File: src/rtl/aidc_wdata_burst_buffer_if.sv
// ============================================================================
// aidc_wdata_burst_buffer_if
// ----------------------------------------------------------------------------
// Purpose : AXI4 W-channel bundle (valid/ready handshake plus payload) shared
//           by the upstream and downstream sides of the W burst buffer.
// Signals :
//   wvalid  beat valid                    (master -> slave)
//   wready  beat accepted                 (slave  -> master)
//   wdata   beat data, DATA_WIDTH bits    (master -> slave)
//   wstrb   byte strobes, DATA_WIDTH/8    (master -> slave)
//   wlast   last beat of the burst        (master -> slave)
// ============================================================================
interface aidc_wdata_burst_buffer_if #(
   parameter int DATA_WIDTH = 128
);
   logic                      wvalid;
   logic                      wready;
   logic [DATA_WIDTH-1:0]     wdata;
   logic [DATA_WIDTH/8-1:0]   wstrb;
   logic                      wlast;

   // Side that produces beats
   modport master (
      output wvalid,
      output wdata,
      output wstrb,
      output wlast,
      input  wready
   );

   // Side that consumes beats
   modport slave (
      input  wvalid,
      input  wdata,
      input  wstrb,
      input  wlast,
      output wready
   );
endinterface

File: src/rtl/aidc_wdata_burst_buffer.sv
// ============================================================================
// aidc_wdata_burst_buffer
// ----------------------------------------------------------------------------
// Purpose : Store-and-forward AXI4 W buffer. A burst is released to the
//           compressor only after its WLAST beat has been stored, so the
//           downstream side sees the beats of a burst back to back. A burst
//           that fills the whole buffer without a WLAST is forwarded in
//           cut-through mode (FWD) and flagged on the sticky err_o.
// Ports   :
//   clk          rising-edge clock
//   rst_n        asynchronous active-low reset
//   s_w          upstream W channel (slave modport), wready = count < DEPTH
//   m_w          downstream W channel (master modport), payload = head entry
//   burst_cnt_o  number of complete bursts currently held
//   err_o        sticky: an oversized burst was detected (cleared by reset)
// ============================================================================
module aidc_wdata_burst_buffer #(
   parameter int DATA_WIDTH = 128,
   parameter int DEPTH      = 16
) (
   input  logic                       clk,
   input  logic                       rst_n,
   aidc_wdata_burst_buffer_if.slave   s_w,
   aidc_wdata_burst_buffer_if.master  m_w,
   output logic [$clog2(DEPTH):0]     burst_cnt_o,
   output logic                       err_o
);

   localparam int PTR_W   = $clog2(DEPTH);
   localparam int CNT_W   = PTR_W + 1;
   localparam int STRB_W  = DATA_WIDTH / 8;
   localparam int ENTRY_W = DATA_WIDTH + STRB_W + 1;

   typedef enum logic {
      ST_STORE = 1'b0,
      ST_FWD   = 1'b1
   } state_e;

   typedef logic [ENTRY_W-1:0] entry_t;

   entry_t              mem_q [DEPTH];

   logic [PTR_W-1:0]    wr_ptr_q, wr_ptr_d;
   logic [PTR_W-1:0]    rd_ptr_q, rd_ptr_d;
   logic [CNT_W-1:0]    count_q,  count_d;
   logic [CNT_W-1:0]    burst_q,  burst_d;
   state_e              state_q,  state_d;
   logic                valid_q,  valid_d;
   logic                ready_q,  ready_d;
   logic                err_q,    err_d;

   logic                push_s;
   logic                pop_s;
   logic                push_last_s;
   logic                pop_last_s;
   entry_t              head_s;

   // Handshake qualification and head-of-queue decode
   assign push_s      = s_w.wvalid && ready_q;
   assign pop_s       = valid_q && m_w.wready;
   assign head_s      = mem_q[rd_ptr_q];
   assign push_last_s = push_s && s_w.wlast;
   assign pop_last_s  = pop_s && head_s[0];

   assign s_w.wready  = ready_q;
   assign m_w.wvalid  = valid_q;
   assign m_w.wdata   = head_s[ENTRY_W-1 -: DATA_WIDTH];
   assign m_w.wstrb   = head_s[STRB_W:1];
   assign m_w.wlast   = head_s[0];
   assign burst_cnt_o = burst_q;
   assign err_o       = err_q;

   // Beat storage; payload needs no reset since it is only read when valid
   always_ff @(posedge clk) begin
      if (push_s) begin
         mem_q[wr_ptr_q] <= {s_w.wdata, s_w.wstrb, s_w.wlast};
      end
   end

   // Next-state for pointers, occupancy, burst count, FSM and output flags
   always_comb begin
      wr_ptr_d = wr_ptr_q;
      rd_ptr_d = rd_ptr_q;
      count_d  = count_q;
      burst_d  = burst_q;
      state_d  = state_q;
      err_d    = err_q;
      valid_d  = valid_q;
      ready_d  = ready_q;

      // Pointers wrap naturally because DEPTH is a power of two
      if (push_s) begin
         wr_ptr_d = wr_ptr_q + PTR_W'(1);
      end else begin
         wr_ptr_d = wr_ptr_q;
      end

      if (pop_s) begin
         rd_ptr_d = rd_ptr_q + PTR_W'(1);
      end else begin
         rd_ptr_d = rd_ptr_q;
      end

      case ({push_s, pop_s})
         2'b10:   count_d = count_q + CNT_W'(1);
         2'b01:   count_d = count_q - CNT_W'(1);
         default: count_d = count_q;
      endcase

      case ({push_last_s, pop_last_s})
         2'b10:   burst_d = burst_q + CNT_W'(1);
         2'b01:   burst_d = burst_q - CNT_W'(1);
         default: burst_d = burst_q;
      endcase

      // The transition is evaluated on next-state occupancy so that FWD and
      // err_o are visible in the cycle right after the filling beat lands.
      // While in STORE with no complete burst nothing can pop, so the full
      // condition is reached only through a push.
      case (state_q)
         ST_STORE: begin
            if ((count_d == CNT_W'(DEPTH)) && (burst_d == {CNT_W{1'b0}})) begin
               state_d = ST_FWD;
            end else begin
               state_d = ST_STORE;
            end
         end
         ST_FWD: begin
            if (pop_last_s) begin
               state_d = ST_STORE;
            end else begin
               state_d = ST_FWD;
            end
         end
         default: state_d = ST_STORE;
      endcase

      if ((state_q == ST_STORE) && (state_d == ST_FWD)) begin
         err_d = 1'b1;
      end else begin
         err_d = err_q;
      end

      // Valid is precomputed from next state so the output is a flop; it can
      // only fall after a pop because neither burst_d nor count_d drop
      // without one.
      if (state_d == ST_FWD) begin
         valid_d = (count_d != {CNT_W{1'b0}});
      end else begin
         valid_d = (burst_d != {CNT_W{1'b0}});
      end

      ready_d = (count_d < CNT_W'(DEPTH));
   end

   // Control state registers with asynchronous reset
   always_ff @(posedge clk or negedge rst_n) begin
      if (!rst_n) begin
         wr_ptr_q <= {PTR_W{1'b0}};
         rd_ptr_q <= {PTR_W{1'b0}};
         count_q  <= {CNT_W{1'b0}};
         burst_q  <= {CNT_W{1'b0}};
         state_q  <= ST_STORE;
         err_q    <= 1'b0;
         valid_q  <= 1'b0;
         ready_q  <= 1'b1;
      end else begin
         wr_ptr_q <= wr_ptr_d;
         rd_ptr_q <= rd_ptr_d;
         count_q  <= count_d;
         burst_q  <= burst_d;
         state_q  <= state_d;
         err_q    <= err_d;
         valid_q  <= valid_d;
         ready_q  <= ready_d;
      end
   end

endmodule

File: src/flat_wrapper.sv
// flat-port wrapper written by rule: the top's interface ports become plain ports
module aidc_wdata_burst_buffer_flat 
#(
   parameter int DATA_WIDTH = 128,
   parameter int DEPTH      = 16
)
  (clk, rst_n, burst_cnt_o, err_o, s_w_wvalid, s_w_wdata, s_w_wstrb, s_w_wlast, s_w_wready, m_w_wvalid, m_w_wdata, m_w_wstrb, m_w_wlast, m_w_wready);
  aidc_wdata_burst_buffer_if #(.DATA_WIDTH(DATA_WIDTH)) s_w_i ();
  aidc_wdata_burst_buffer_if #(.DATA_WIDTH(DATA_WIDTH)) m_w_i ();
  input  logic clk;
  input  logic rst_n;
  output logic [$clog2(DEPTH):0] burst_cnt_o;
  output logic err_o;
  input wire logic [$bits(s_w_i.wvalid)-1:0] s_w_wvalid;
  input wire logic [$bits(s_w_i.wdata)-1:0] s_w_wdata;
  input wire logic [$bits(s_w_i.wstrb)-1:0] s_w_wstrb;
  input wire logic [$bits(s_w_i.wlast)-1:0] s_w_wlast;
  output wire logic [$bits(s_w_i.wready)-1:0] s_w_wready;
  output wire logic [$bits(m_w_i.wvalid)-1:0] m_w_wvalid;
  output wire logic [$bits(m_w_i.wdata)-1:0] m_w_wdata;
  output wire logic [$bits(m_w_i.wstrb)-1:0] m_w_wstrb;
  output wire logic [$bits(m_w_i.wlast)-1:0] m_w_wlast;
  input wire logic [$bits(m_w_i.wready)-1:0] m_w_wready;
  assign s_w_i.wvalid = s_w_wvalid;
  assign s_w_i.wdata = s_w_wdata;
  assign s_w_i.wstrb = s_w_wstrb;
  assign s_w_i.wlast = s_w_wlast;
  assign s_w_wready = s_w_i.wready;
  assign m_w_wvalid = m_w_i.wvalid;
  assign m_w_wdata = m_w_i.wdata;
  assign m_w_wstrb = m_w_i.wstrb;
  assign m_w_wlast = m_w_i.wlast;
  assign m_w_i.wready = m_w_wready;
  aidc_wdata_burst_buffer #(.DATA_WIDTH(DATA_WIDTH), .DEPTH(DEPTH)) u_core (.clk(clk), .rst_n(rst_n), .s_w(s_w_i), .m_w(m_w_i), .burst_cnt_o(burst_cnt_o), .err_o(err_o));
endmodule
File: config.mk
export PLATFORM = sky130hd
export DESIGN_NAME = aidc_wdata_burst_buffer_flat
export DESIGN_NICKNAME = d
export VERILOG_FILES = /design/src/rtl/aidc_wdata_burst_buffer_if.sv /design/src/rtl/aidc_wdata_burst_buffer.sv /design/src/flat_wrapper.sv
export SDC_FILE = /design/constraint.sdc
export NUM_CORES = 2
export LEC_CHECK = 0
export CORE_UTILIZATION = 61
export DETAILED_ROUTE_END_ITERATION = 6
export MAX_ROUTING_LAYER = met4
export PLACE_DENSITY = 0.79
export SETUP_SLACK_MARGIN = 0.5
export SLEW_MARGIN = 40
export SYNTH_ARGS = -nofsm -noshare
export SYNTH_HDL_FRONTEND = slang
export SYNTH_SLANG_ARGS = --single-unit
File: constraint.sdc
create_clock -name clk -period 15.15 [get_ports clk]
set_input_delay 4.545 -clock clk [delete_from_list [all_inputs] [get_ports clk]]
set_output_delay 4.545 -clock clk [all_outputs]
set_load 0.1 [all_outputs]
==> summary by stage <==
Run status
The run finished, with violations left. The final reports fail on DRC.

CTS
The deepest level of the CTS H-tree is 4. The TritonCTS clock tree is yes. The post-cts gate resize count is 0. The number of buffers inserted during clock tree synthesis is 220. The clock drives 2,342 sinks. In this run the deepest clock path goes through 3 buffers. Once the clock tree was built, the setup fixing pass inserted 0 buffers. After clock tree synthesis, the flow added hold-fix buffers numbering 0. The clock network latency to the later pin of the worst-skew pair is 0.87 ns. The master cell of the clock root buffer is clkbuf_16. The clock transition at the registers of the reported paths is 0.06 ns.

Pwr
VDD sags by at most 0.000287 V. For this design the static power due to leakage is 31.4 nW. The total power per unit cell area is 212 nW/um^2.

Synthesis
For this run, the leading register cell type out of synthesis is edfxtp_1. The number of enable flip-flop cells after synthesis is 2,320. After synthesis the cells add up to 88,400 sq um. Summing the areas of all and, or, nand and nor instances in the mapped netlist gives 0.570% of the synthesized area. The post-synthesis adder-cell area fraction is 0.229%. The post-synthesis compound-gate area fraction is 0.450%. The post-synthesis net count is 3,608.

The share of synthesized area occupied by flip-flops and latches is 79.4%. The number of storage elements in the synthesis netlist is 2,342. For this run, the number of Yosys warnings is 0.

A synthesized cell averages 25.7 sq um. Counting flops with an async set or reset pin after synthesis yields a share of 0.939%. The largest family of logic cells by synthesized area is multiplexers.

The post-synthesis instance total is 3,444. The post-synthesis mux area share is 18.2%. The count of unique library cells instantiated by Yosys is 40. The xor-xnor portion of the synthesized cell area is 0.109%.

STA
The slew at the pin closest to its max-slew limit is 0.914 ns. The hold violation total from the final report came to 0. The headroom to the max-slew limit is 39.1%. Setup violations remaining at the end of the flow were counted as 0. For this run, the top clock speed supported by timing is 0.107 GHz. Between clock sinks in the finished design, the worst skew comes to 0.0321 ns. The final period demand of the worst path is 9.31 ns. The setup TNS is 0 ns. The number of pins exceeding their max-slew limit in the final report was 0. Setup repair after global routing left no endpoint under its margin.

The final-layout worst hold slack is 0.464 ns. The ratio of final minimum period to clock period is 61.5%.

Finish
The ratio of cells with drive above 1 in the final layout is 31.2%. The final layout net count is 4,047. Compared with the post-synthesis result, the final layout area differs by 13.7%.

Placement
In this run the tool buffered the top-level ports with 301 buffer cells. After legalization and detailed placement, the total HPWL measured 96.6 mm. The last weighted congestion value of the routability-driven placer is 0.746.

Setup path
STA puts the critical path data required time at 10.61 ns. Of all nets on the critical path, the largest fanout is 44. The standard cell with the maximum stage delay on the critical path is dfrtp_4. The worst setup path is launched from a flip-flop. The classification of the worst setup path is flip-flop to primary output.

Traced cell by cell, the critical path runs through buf_12 -> buf_16 -> buf_16 -> buf_4 -> mux4_2 -> mux4_2 -> buf_2. The largest incremental delay on the critical path is 0.65 ns. For the worst setup path, the data arrival time is 4.77 ns.

The worst setup path is captured at a primary output.

Global route
The via count of the first global-routing pass is 42,300. The maximum number of pins on one net before global-route repair is 82. The global routing usage summed across all routing layers is 29.1%.

The number of antenna violations at the first check in global routing was 31. The first global-routing pass estimated 291 mm of wire. Global routing finished with a remaining overflow of 0.

Route
The first detailed-routing pass ran for 7 iterations. After detailed routing, the total wire length is 204 mm. The remaining routing DRC violations is 72. For this block, the initial DRC count from the detailed router was 4,679. Across all layers, the routed design uses 40,400 vias. Once detail routing completed, the nets flagged for antenna violations numbered 0. The via count normalized by instance count is 6.74. The final routed wire length divided by cell count is 34.0 um.

Worst hold path
The type of the most critical hold path is flip-flop to flip-flop.

Floorplanning
The floorplan step defined a core boundary enclosing 144,000 sq um. The die covers 146,000 sq um. The die is 383 um tall. The horizontal die dimension is 383 um.

During I/O placement, the number of pins put on the boundary was 302. The floorplan has 139 rows. The initial core utilization is 61.5%.

Job
Across the run, the number of max-cap violations was 0.
cell usage after synthesis, types with 2 or more instances:
library cell / number / share of area (%)
a211oi_1: 23 / 0.20
a21oi_1: 25 / 0.14
a31oi_1: 3 / 0.021
and2_1: 2 / 0.014
buf_1: 18 / 0.076
buf_2: 73 / 0.41
buf_4: 5 / 0.042
buf_6: 7 / 0.089
clkbuf_1: 74 / 0.31
dfrtp_1: 21 / 0.59
edfxtp_1: 2320 / 79
fa_1: 2 / 0.045
ha_1: 13 / 0.18
inv_1: 12 / 0.051
mux2i_1: 27 / 0.31
mux4_2: 703 / 18
nand2_1: 19 / 0.081
nand2b_1: 5 / 0.035
nand4_1: 4 / 0.028
nor2_1: 16 / 0.068
nor2b_1: 23 / 0.16
nor3_1: 8 / 0.045
nor3b_1: 3 / 0.025
nor4b_1: 3 / 0.030
o2111ai_1: 2 / 0.020
o21ai_0: 7 / 0.040
o22ai_1: 2 / 0.014
or2_2: 2 / 0.014
or4_1: 2 / 0.017
xnor2_1: 7 / 0.069
xor2_1: 4 / 0.040
critical path: cells and delay by family, from the launching register on:
kind	cells	cell delay [ns]
buffers and inverters	5	1.93
multiplexers	2	1.19
flip-flops	1	0.65
sequential cells by signal, summed over array words and instances (netlist names):
register	cells
u_core.mem_q	2320
u_core.err_o	1
u_core.rd_ptr_q	4
u_core.wr_ptr_q	4
u_core.s_w.wready	1
u_core.burst_cnt_o	5
u_core.state_q	1
u_core.count_q	5
u_core.m_w.wvalid	1
worst paths after layout:
| kind | from | slack [ns] | endpoint | depth (start not counted) |
|---|---|---|---|---|
| hold / removal | u_core.err_o | 0.46 | u_core.err_o | 1 |
| min in group asynchronous | rst_n | 4.09 | u_core.burst_cnt_o[3] | 2 |
| max in group asynchronous | rst_n | 10.76 | u_core.s_w.wready | 2 |
| setup / recovery | u_core.rd_ptr_q[0] | 5.84 | m_w_wdata[44] | 7 |
| setup reg to reg | u_core.rd_ptr_q[1] | 10.59 | u_core.m_w.wvalid | 14 |
| hold reg to reg | u_core.err_o | 0.46 | u_core.err_o | 1 |
power breakdown:
part	switching (mW)	internal, mW
Clock	2.37	2.87
Combinational	5.70	2.54
Sequential	0.212	7.65
Total	8.28	13.1
cells by family after synthesis:
group           Yosys count
buf+inv                 189
fa+ha+maj                15
mux                     731
flops                  2342
xor+xnor                 11
compound gates           64
simple gates             92
cell type report:
| type | count | area [sq um] |
|---|---|---|
| flip-flops and latches | 2342 | 70200 |
| fillers | 8135 | 43200 |
| multi-input cells | 913 | 17500 |
| clock buffers | 275 | 5750 |
| repair buffers | 394 | 3470 |
| well taps | 1903 | 2380 |
| clock inverters | 128 | 1050 |
| diodes | 35 | 87.6 |
| inverters | 12 | 45.0 |
metrics by stage:
step	instances	cell area, sq um	power [mW]	setup WS [ns]	util [%]
detailed placement	5561	93500	16.2	6.62	65.1
global route	5996	100000	22.0	5.49	69.9
finish	6002	100000	21.3	5.84	69.9
floorplan	3444	88400	14.6	3.32	-
global placement	5546	93800	16.4	5.93	65.3
CTS	5964	100000	21.5	5.64	69.8
routing by layer:
layer | track usage, % | up-vias | share of wire (%)
li1 | - | 16000 | -
met1 | 37.7 | 21800 | 37
met2 | 46.5 | 2370 | 52
met3 | 6.47 | 303 | 9.1
met4 | 9.57 | 0 | 2.4
met5 | - | - | 0
layout by cell type, fill, tap and decap left out, types with 5 or more instances in the layout:
cell type,n
clkinvlp_4,6
xnor2_1,7
inv_1,12
buf_12,10
mux2i_1,27
buf_2,153
bufinv_16,10
nand2b_1,5
a21oi_1,25
buf_4,33
clkbuf_16,222
o21ai_0,7
clkbuf_1,53
edfxtp_1,2320
dfrtp_1,17
nand2_1,19
mux4_2,703
ha_1,13
clkinv_2,37
diode_2,35
clkinv_1,58
nor2b_1,23
buf_6,34
clkinv_16,5
a211oi_1,23
clkdlybuf4s50_1,148
nor2_4,12
buf_16,12
Power figures use the tool's default switching activity.
